File: config.mk
export PLATFORM = sky130hd
export DESIGN_NAME = sdram_power_sequencer
export DESIGN_NICKNAME = d
export VERILOG_FILES = /design/src/rtl/sdram_pwrseq_pkg.sv /design/src/rtl/sdram_pwrseq_chan.sv /design/src/rtl/sdram_power_sequencer.sv
export SDC_FILE = /design/constraint.sdc
export NUM_CORES = 1
export LEC_CHECK = 0
export BUFFER_PORTS_ARGS = -buffer_cell sky130_fd_sc_hd__buf_2
export CAP_MARGIN = 40
export CORE_MARGIN = 3
export CORE_UTILIZATION = 53
export DETAILED_ROUTE_END_ITERATION = 12
export PLACE_DENSITY = 0.76
export SYNTH_ARGS = -nofsm -noshare
export SYNTH_HDL_FRONTEND = slang
export SYNTH_SLANG_ARGS = --single-unit
File: constraint.sdc
create_clock -name clk_dram_out -period 2.62 [get_ports clk_dram_out]
set_input_delay 0.131 -clock clk_dram_out [delete_from_list [all_inputs] [get_ports clk_dram_out]]
set_output_delay 0.131 -clock clk_dram_out [all_outputs]
set_load 0.05 [all_outputs]
File: src/rtl/sdram_pwrseq_pkg.sv
// Package for the SDRAM power/clock sequencer.
// Holds the per-channel state encoding and its width.
// The state codes are exported on the sequencer's state bus, so they must
// keep their values: OFF=0, RAMP=1, CLKW=2, READY=3, STOP=4, FAULT=5.
package sdram_pwrseq_pkg;

  localparam int STATE_W = 3;

  typedef enum logic [STATE_W-1:0] {
    OFF   = 3'd0,  // supply off, clock off
    RAMP  = 3'd1,  // supply on, waiting for ramp time and power-good
    CLKW  = 3'd2,  // clock running, waiting for it to settle
    READY = 3'd3,  // handler released
    STOP  = 3'd4,  // clock stopped, supply held briefly
    FAULT = 3'd5   // power-good timeout or brown-out, supply off
  } pwr_state_e;

endpackage

File: src/rtl/sdram_pwrseq_chan.sv
// One channel of the SDRAM power/clock sequencer.
// Owns the channel FSM, its cycle counter and the registered outputs.
// All inputs are already synchronous to clk_dram_out.
//
// Ports:
//   clk_dram_out  sequencer clock
//   irst          asynchronous active-high reset
//   en_s          synchronised power request
//   pg_s          synchronised power-good
//   oe_q          registered clock request from the SDRAM handler
//   start_ok      permission to leave OFF (stagger chain, else tied high)
//   m_pwren       supply enable
//   m_clk_oe      clock-output enable
//   ready         handler release
//   fault         sticky power-good fault
//   state         current state code
module sdram_pwrseq_chan
  import sdram_pwrseq_pkg::*;
#(
  parameter int CW        = 17,
  parameter int T_RAMP    = 4800,
  parameter int T_TIMEOUT = 65535,
  parameter int T_CLK     = 2000,
  parameter int T_STOP    = 16
) (
  input  logic               clk_dram_out,
  input  logic               irst,
  input  logic               en_s,
  input  logic               pg_s,
  input  logic               oe_q,
  input  logic               start_ok,
  output logic               m_pwren,
  output logic               m_clk_oe,
  output logic               ready,
  output logic               fault,
  output logic [STATE_W-1:0] state
);

  localparam logic [CW-1:0] RAMP_LAST    = CW'(T_RAMP - 1);
  localparam logic [CW-1:0] TIMEOUT_LAST = CW'(T_TIMEOUT - 1);
  localparam logic [CW-1:0] CLK_LAST     = CW'(T_CLK - 1);
  localparam logic [CW-1:0] STOP_LAST    = CW'(T_STOP - 1);
  localparam logic [CW-1:0] CNT_MAX      = {CW{1'b1}};

  pwr_state_e    cur;
  pwr_state_e    nxt;
  logic [CW-1:0] cnt;

  // NOTE: nxt gets a default before the case so no path leaves it unassigned
  // (otherwise a latch would be inferred).
  always_comb begin
    nxt = cur;
    case (cur)
      OFF:   if (en_s && start_ok) nxt = RAMP;
      // Disable wins over a simultaneous power-good; the clock never started.
      RAMP: begin
        if (!en_s)                         nxt = OFF;
        else if (pg_s && cnt >= RAMP_LAST) nxt = CLKW;
        else if (!pg_s && cnt == TIMEOUT_LAST) nxt = FAULT;
      end
      CLKW: begin
        if (!en_s)                 nxt = STOP;
        else if (cnt == CLK_LAST)  nxt = READY;
      end
      // Brown-out wins over a simultaneous disable.
      READY: begin
        if (!pg_s)      nxt = FAULT;
        else if (!en_s) nxt = STOP;
      end
      // A re-request during STOP is only honoured once back in OFF.
      STOP:  if (cnt == STOP_LAST) nxt = OFF;
      FAULT: if (!en_s) nxt = OFF;
      default: nxt = OFF;
    endcase
  end

  // Outputs are registered from the next state so they change on the same
  // edge as the state register and never glitch at the pins.
  // NOTE: every register here uses <= so all of them sample the values from
  // before the edge; a blocking = would let later lines see updated state.
  always_ff @(posedge clk_dram_out or posedge irst) begin
    if (irst) begin
      cur      <= OFF;
      cnt      <= '0;
      m_pwren  <= 1'b0;
      m_clk_oe <= 1'b0;
      ready    <= 1'b0;
      fault    <= 1'b0;
    end else begin
      cur <= nxt;
      if (nxt != cur)
        cnt <= '0;
      else if ((cur == RAMP || cur == CLKW || cur == STOP) && cnt != CNT_MAX)
        cnt <= cnt + CW'(1);
      m_pwren  <= (nxt == RAMP) || (nxt == CLKW) || (nxt == READY) || (nxt == STOP);
      m_clk_oe <= (nxt == CLKW) || ((nxt == READY) && oe_q);
      ready    <= (nxt == READY);
      fault    <= (nxt == FAULT);
    end
  end

  assign state = cur;

endmodule

File: src/rtl/sdram_power_sequencer.sv
// Multi-channel SDRAM power/clock sequencer, clocked by the SDRAM output
// clock. Synchronises the asynchronous enable and power-good inputs,
// registers the handler clock request and runs one sdram_pwrseq_chan per
// channel.
//
// Build option: define SDRAM_PWRSEQ_STAGGER_EN to let channel k>0 leave OFF
// only while channel k-1 is in CLKW or READY, so only one supply ramps at a
// time. Without it all channels ramp independently.
//
// Ports:
//   clk_dram_out  sequencer clock
//   irst          asynchronous active-high reset
//   enable        per-channel power request (asynchronous)
//   pwr_good      per-channel supply power-good (asynchronous)
//   clk_oe_req    per-channel clock request from the SDRAM handler
//   m_pwren       per-channel supply enable
//   m_clk_oe      per-channel clock-output enable (ODDR2 R, inverted above)
//   ready         per-channel handler release
//   fault         per-channel sticky power-good fault
//   state         per-channel state code, channel k at [3k+2:3k]
module sdram_power_sequencer
  import sdram_pwrseq_pkg::*;
#(
  parameter int CH        = 1,
  parameter int SYNC_D    = 2,
  parameter int CW        = 17,
  parameter int T_RAMP    = 4800,
  parameter int T_TIMEOUT = 65535,
  parameter int T_CLK     = 2000,
  parameter int T_STOP    = 16
) (
  input  logic                clk_dram_out,
  input  logic                irst,
  input  logic [CH-1:0]       enable,
  input  logic [CH-1:0]       pwr_good,
  input  logic [CH-1:0]       clk_oe_req,
  output logic [CH-1:0]       m_pwren,
  output logic [CH-1:0]       m_clk_oe,
  output logic [CH-1:0]       ready,
  output logic [CH-1:0]       fault,
  output logic [STATE_W*CH-1:0] state
);

  logic [CH-1:0]      en_pipe [SYNC_D];
  logic [CH-1:0]      pg_pipe [SYNC_D];
  logic [CH-1:0]      oe_q;
  logic [STATE_W-1:0] ch_state [CH];

  // NOTE: the synchroniser stages are reset too, so no stale request or
  // power-good can reach an FSM in the first cycles after irst releases.
  always_ff @(posedge clk_dram_out or posedge irst) begin
    if (irst) begin
      for (int i = 0; i < SYNC_D; i++) begin
        en_pipe[i] <= '0;
        pg_pipe[i] <= '0;
      end
      oe_q <= '0;
    end else begin
      en_pipe[0] <= enable;
      pg_pipe[0] <= pwr_good;
      for (int i = 1; i < SYNC_D; i++) begin
        en_pipe[i] <= en_pipe[i-1];
        pg_pipe[i] <= pg_pipe[i-1];
      end
      oe_q <= clk_oe_req;
    end
  end

  for (genvar k = 0; k < CH; k++) begin : g_ch
    logic start_ok;

`ifdef SDRAM_PWRSEQ_STAGGER_EN
    // A held channel stays in OFF with its request pending until the
    // previous channel has its clock running.
    if (k == 0) begin : g_first
      assign start_ok = 1'b1;
    end else begin : g_chain
      assign start_ok = (ch_state[k-1] == CLKW) || (ch_state[k-1] == READY);
    end
`else
    assign start_ok = 1'b1;
`endif

    sdram_pwrseq_chan #(
      .CW        (CW),
      .T_RAMP    (T_RAMP),
      .T_TIMEOUT (T_TIMEOUT),
      .T_CLK     (T_CLK),
      .T_STOP    (T_STOP)
    ) u_chan (
      .clk_dram_out (clk_dram_out),
      .irst         (irst),
      .en_s         (en_pipe[SYNC_D-1][k]),
      .pg_s         (pg_pipe[SYNC_D-1][k]),
      .oe_q         (oe_q[k]),
      .start_ok     (start_ok),
      .m_pwren      (m_pwren[k]),
      .m_clk_oe     (m_clk_oe[k]),
      .ready        (ready[k]),
      .fault        (fault[k]),
      .state        (ch_state[k])
    );

    assign state[STATE_W*k +: STATE_W] = ch_state[k];
  end

endmodule

* Word-level counts from Yosys, hierarchy flattened
Cells that the tools add are included.
** Cells by class
- Order comparisons :: 1
- Reductions and logical operators :: 13
- Equality and inequality tests :: 15
- Shift operators :: 0
- Div/mod/pow operators :: 0
- Multiplexer cells :: 13
- Bitwise logic cells :: 0
- Multipliers :: 0
- Add/sub/neg operators :: 1
** Operators with widths (number)
- $mux W17 :: 2
- $mux W3 :: 10
- $pmux W3 S6 :: 1
- $add A17 B1 Y17 const B :: 1
- $eq A17 B11 Y1 const B :: 1
- $eq A17 B16 Y1 const B :: 1
- $eq A17 B4 Y1 const B :: 1
- $ge A17 B13 Y1 const B :: 1
- $ne A17 B17 Y1 const B :: 1
- $eq A3 B2 Y1 const B :: 4
- $eq A3 B3 Y1 const B :: 4
- $eq A3 B1 Y1 const B :: 2
- $logic_or A1 B1 Y1 :: 6
- $logic_and A1 B1 Y1 :: 4
- $logic_not A3 Y1 :: 1
- $ne A3 B3 Y1 :: 1
- $reduce_bool A2 Y1 :: 1
- $logic_not A1 Y1 :: 1
** Storage, ports and cells
- Latch bits :: 0
- Memory bits (read-only) :: 0
- Bits in writable memories :: 0
- Output and inout port bits :: 7
- Memories kept :: 0
- Word-level logic and storage cells :: 54
- Bits in registers :: 29

* Longest topological paths before layout
- Word-level depth :: 10
- Mapped depth :: 10

* Cells and area by module
Synthesis repeated with hierarchy kept, for this count alone.
** Second synthesis, totals
- Cell total of the unflattened synthesis :: 173
- Area total of the unflattened synthesis :: 1686.6 um^2
** Modules (own cells, without submodules)
- sdram_pwrseq_chan :: seq. area each 600.6 um^2, area an instance 1554.0 um^2, instances 1, cells an instance 166
- sdram_power_sequencer :: seq. area each 125.1 um^2, area an instance 132.6 um^2, instances 1, cells an instance 7

* Least setup slack after synthesis
No wires, ideal clock.
- Kind :: flip-flop to flip-flop
- From :: reg g_ch[0].u_chan.cnt[0]
- To :: reg g_ch[0].u_chan.cnt[9]
- Arrival time :: 2.315 ns
- Library setup time :: 0.122 ns
- Buffers on the path :: 0
- Path slack :: 0.183 ns
- Stages on the path, launching flop included :: 11
- Cell sequence :: dfrtp_1 ha_1 nand3_1 nor2_1 and4_1 ha_1 a211oi_2 and4_1 nand2_1 xor2_1 nor2_4
** On the way
- Cells in the longest elaborated chain, start to end :: 8
- Elaborated cells on any way between the ends :: 20
- Classes of those cells :: add/sub (1); order compare (1); eq/ne (5); mux (9); reduce/logical (4)
** RTL lines
- from (decl) :: RTL line sdram_pwrseq_chan.sv:47 : logic [CW-1:0] cnt;
- from (signal assigned) :: RTL line sdram_pwrseq_chan.sv:94 : cnt <= cnt + CW'(1);
- parallel branches: the longest is 8 deep, another holds $ge A17 B13 Y1
Parallel ways; which one is timed is not known. The select of a mux whose other input is x is not followed.
A chain may end at the register's enable or synchronous reset.

* Worst setup path after layout
- From :: reg g_ch[0].u_chan.cnt[0]
- To :: reg g_ch[0].u_chan.cnt[7]
The elaborated chain is that of the path after synthesis.

==> flow_summary_export.csv <==
group,metric,value,unit
drt,wl_per_cell,14.79,um
finish,antennaDiodeCount,0,
power,leakage,0.8251,nW
min_path,min-delay-path-class,"reg2reg",
worst_setup_path,crit_buf_inv,0,
finish,syn2layout_area_growth,13.34,%
worst_setup_path,end_kind,"flop",
placed_design,dp_hpwl,2300,um
status,outcome,"finished clean",
cts,clk_latency,340,ps
drt,detail-route-antenna-nets,0,
power,power_density,599.5,nW/um^2
sta,setup_viol,0,
synth,netlist.area_leader.share,45.24,%
placed_design,place_inst,197,
sta,worst_pin_slew,604.1,ps
synth,avgSynthCellArea,10.35,sq um
sta,fin_skew,7.038,ps
placed_design,io_buffer_count,11,
synth,synth_area_leaders,"dfrtp_1 45%, xor2_1 7.1%, nor2_4 7.0%",
synth,yosys.area.top_type,"dfrtp_1",
sta,slew_headroom,59.68,%
worst_setup_path,required,2860,ps
global_routing,grt_max_degree,18,
finish,num-nets-final,185,
floorplanning,row_count,19,
worst_setup_path,arrival,2640,ps
floorplanning,die-area,3723,sq um
synth,yosys_most_used_dff,"dfrtp_1",
synth,synthesis.area,1604,sq um
worst_setup_path,path_class,"reg2reg",
drt,first_iter_violations,59,
synth,syn-instance-count,155,
synth,synth-warning-count,0,
cts,cts_buffer_depth,2,
synth,synth_nets,163,
sta,fmax,416.4,MHz
sta,fin_crit_sh,91.67,%
global_routing,grt_pass1_wl,5423,um
drt,vias_per_cell,5.909,
flow_run,maxCapViolCount,0,
placed_design,preCtsSetupSlack,235.8,ps
worst_setup_path,r2r_start,"g_ch[0].u_chan.cnt[0]",
finish,multi_input_area,807.0,sq um
sta,hold_viol_final,0,
cts,htree_levels,2,
synth,ys_ff_latch,29,
cts,clock-root-buffer,"clkbuf_4",
floorplanning,die_h,61.02,um
synth,yosysSeqAreaShare,45.24,%
worst_setup_path,path_cells,"ha_1, nand3_1, nor2_1, and4_1, ha_1, a211oi_2, and4_1, nand2_1, xor2_1, nor2_4",
cts,cts_buffers,5,
synth,yosysMostFrequentCell,"dfrtp_1",
sta,finalWorstSetupSlack,218.3,ps
worst_setup_path,reg2regPathDepth,10,
min_path,min_from,"pg_pipe[1]",
power,peakVddDrop,0.4466,mV
synth,synth_edf_count,0,
worst_setup_path,startpoint_type,"flop",
finish,seqCellArea,725.7,sq um
min_path,hold_depth,0,
min_path,hold_path_end,"pg_pipe[0]",
sta,fin_crit,2402,ps
global_routing,track_usage,20.15,%
worst_setup_path,critPathSlowestCell,"dfrtp_1",
placed_design,gp_congestion,0.9021,
global_routing,antenna_found_initial,0,
cts,cts_setup_buffers,0,
cts,cts_tree,"built",
floorplanning,core_area,2829,sq um
worst_setup_path,slowest_delay,450,ps
drt,vias,1235,
finish,nFillCells,231,
worst_setup_path,path_delay_family,"simple AND/OR/NAND/NOR gates",
drt,wirelength,3091,um
sta,rsz0062_at_grt,"no",
synth,ys_top_cells_by_count,"29 x dfrtp_1, 13 x nor2_1, 13 x xor2_1",
drt,drc,0,
power,power,0.001090,W
worst_setup_path,r2r-end,"g_ch[0].u_chan.cnt[7]",
finish,drive_above_1_share,20.79,%
synth,ys_async_sr_fraction,100.0,%
synth,ys_types,41,
worst_setup_path,critPathMaxFanout,6,
finish,fin_cells,209,
floorplanning,die_x,61.02,um
worst_setup_path,rrSetupSlack,220,ps
cts,clock-sinks,29,
global_routing,grt_pass1_vias,1219,
drt,first_pass_iters,4,
global_routing,grt_overflow,0,
sta,fin_tns_setup,0,ps
floorplanning,initial_core_util,56.70,%
cts,clk_pin_slew,100,ps
floorplanning,pin_count,12,
sta,slew_viol_final,0,
==> per-stage QoR <==
| step | hold slack [ps] | utilization, % | instance area (sq um) |
|---|---|---|---|
| after floorplan | 162.4 | - | 1604 |
| after global placement | 240.0 | 59.93 | 1695 |
| after detailed placement | 235.5 | 60.90 | 1723 |
| after CTS | 365.5 | 64.26 | 1818 |
| after global routing | 373.1 | 64.26 | 1818 |
| final | 362.4 | 64.26 | 1818 |
==> cells by family (layout without fill, tap and decap cells) <==
family,count (synthesis),after routing,share of synthesized area [%]
flops,29,29,45.24
buf+inv,12,35,4.446
simple gates,70,70,27.69
mux,1,1,0.6240
fa+ha+maj,3,3,2.340
xor+xnor,17,17,9.282
compound gates,23,23,10.37
==> registers in the layout (all words and copies together), names as in the netlist <==
signal and flops:
g_ch.u_chan.fault 1, en_pipe 2, oe_q 1, g_ch.u_chan.m_pwren 1, pg_pipe 2, g_ch.u_chan.ready 1, g_ch.u_chan.cnt 17, g_ch.u_chan.state 3
g_ch.u_chan.m_clk_oe 1
==> placed cells by master, fill, tap and decap left out, types with 2 or more instances in the layout <==
cell type,n
nand2_1,9
nor2_1,13
dfrtp_1,29
and3_1,8
and2_1,2
xor2_1,13
a211oi_2,2
o21a_1,2
dlygate4sd3_1,4
inv_1,7
clkbuf_4,5
o21ai_0,3
nor2_4,10
ha_1,3
nand3_1,6
nor2b_1,2
o21ai_1,2
or4_1,3
nor3_1,2
clkinv_2,2
nand4_1,6
and4_1,3
o211ai_1,2
a21oi_1,4
buf_2,11
xnor2_1,4
buf_4,3
==> report_power, final <==
group	internal [W]	switching, W	leakage (nW)
Combinational	0.000118	0.000188	0.409
Sequential	0.000478	0.0000416	0.386
Clock	0.000101	0.000164	0.0310
==> what timing repair did <==
item / 4_1_cts / 5_1_grt
endpoints found under the hold margin: 16 / 0
resized for setup: 0 / 0
hold buffers: 4 / 0
==> worst reg2reg max path, stage by stage (launching register included) <==
cell and delay [ps]:
dfrtp_1 450, ha_1 250, nand3_1 150, nor2_1 90
and4_1 210, ha_1 200, a211oi_2 260, and4_1 330
nand2_1 90, xor2_1 240, nor2_4 40
==> layout make-up <==
type                            instances  share of cell area, %
Clock inverter                          3                 0.9635
Tap cell                               31                  2.134
Clock buffer                            5                  2.065
Inverter                                7                  1.445
Timing Repair Buffer                   20                  9.085
Multi-Input combinational cell        114                  44.39
Sequential cell                        29                  39.92
==> routing by layer <==
metal  vias to the layer above  wire length (um)  GRT usage [%]  part of all wire [%]
li1                        595                 -              -                     -
met1                       595              1362          25.03                    44
met2                        38              1482          32.82                    48
met3                         7               193          7.757                   6.2
met4                         0                52          5.882                   1.7
met5                         -                 0              0                     0
==> worst max-delay path by stage <==
| stage | start | endpoint | slack [ps] | depth (start not counted) |
|---|---|---|---|---|
| global route | g_ch[0].u_chan.cnt[0] | g_ch[0].u_chan.cnt[9] | 30 | 10 |
| floorplan | g_ch[0].u_chan.cnt[0] | g_ch[0].u_chan.cnt[9] | 180 | 10 |
| detailed placement | g_ch[0].u_chan.cnt[0] | g_ch[0].u_chan.cnt[7] | 240 | 10 |
| CTS | g_ch[0].u_chan.cnt[0] | g_ch[0].u_chan.cnt[7] | 210 | 10 |
| global placement | g_ch[0].u_chan.cnt[0] | g_ch[0].u_chan.cnt[7] | 300 | 10 |
| finish | g_ch[0].u_chan.cnt[0] | g_ch[0].u_chan.cnt[7] | 220 | 10 |
Power figures use the tool's default switching activity.
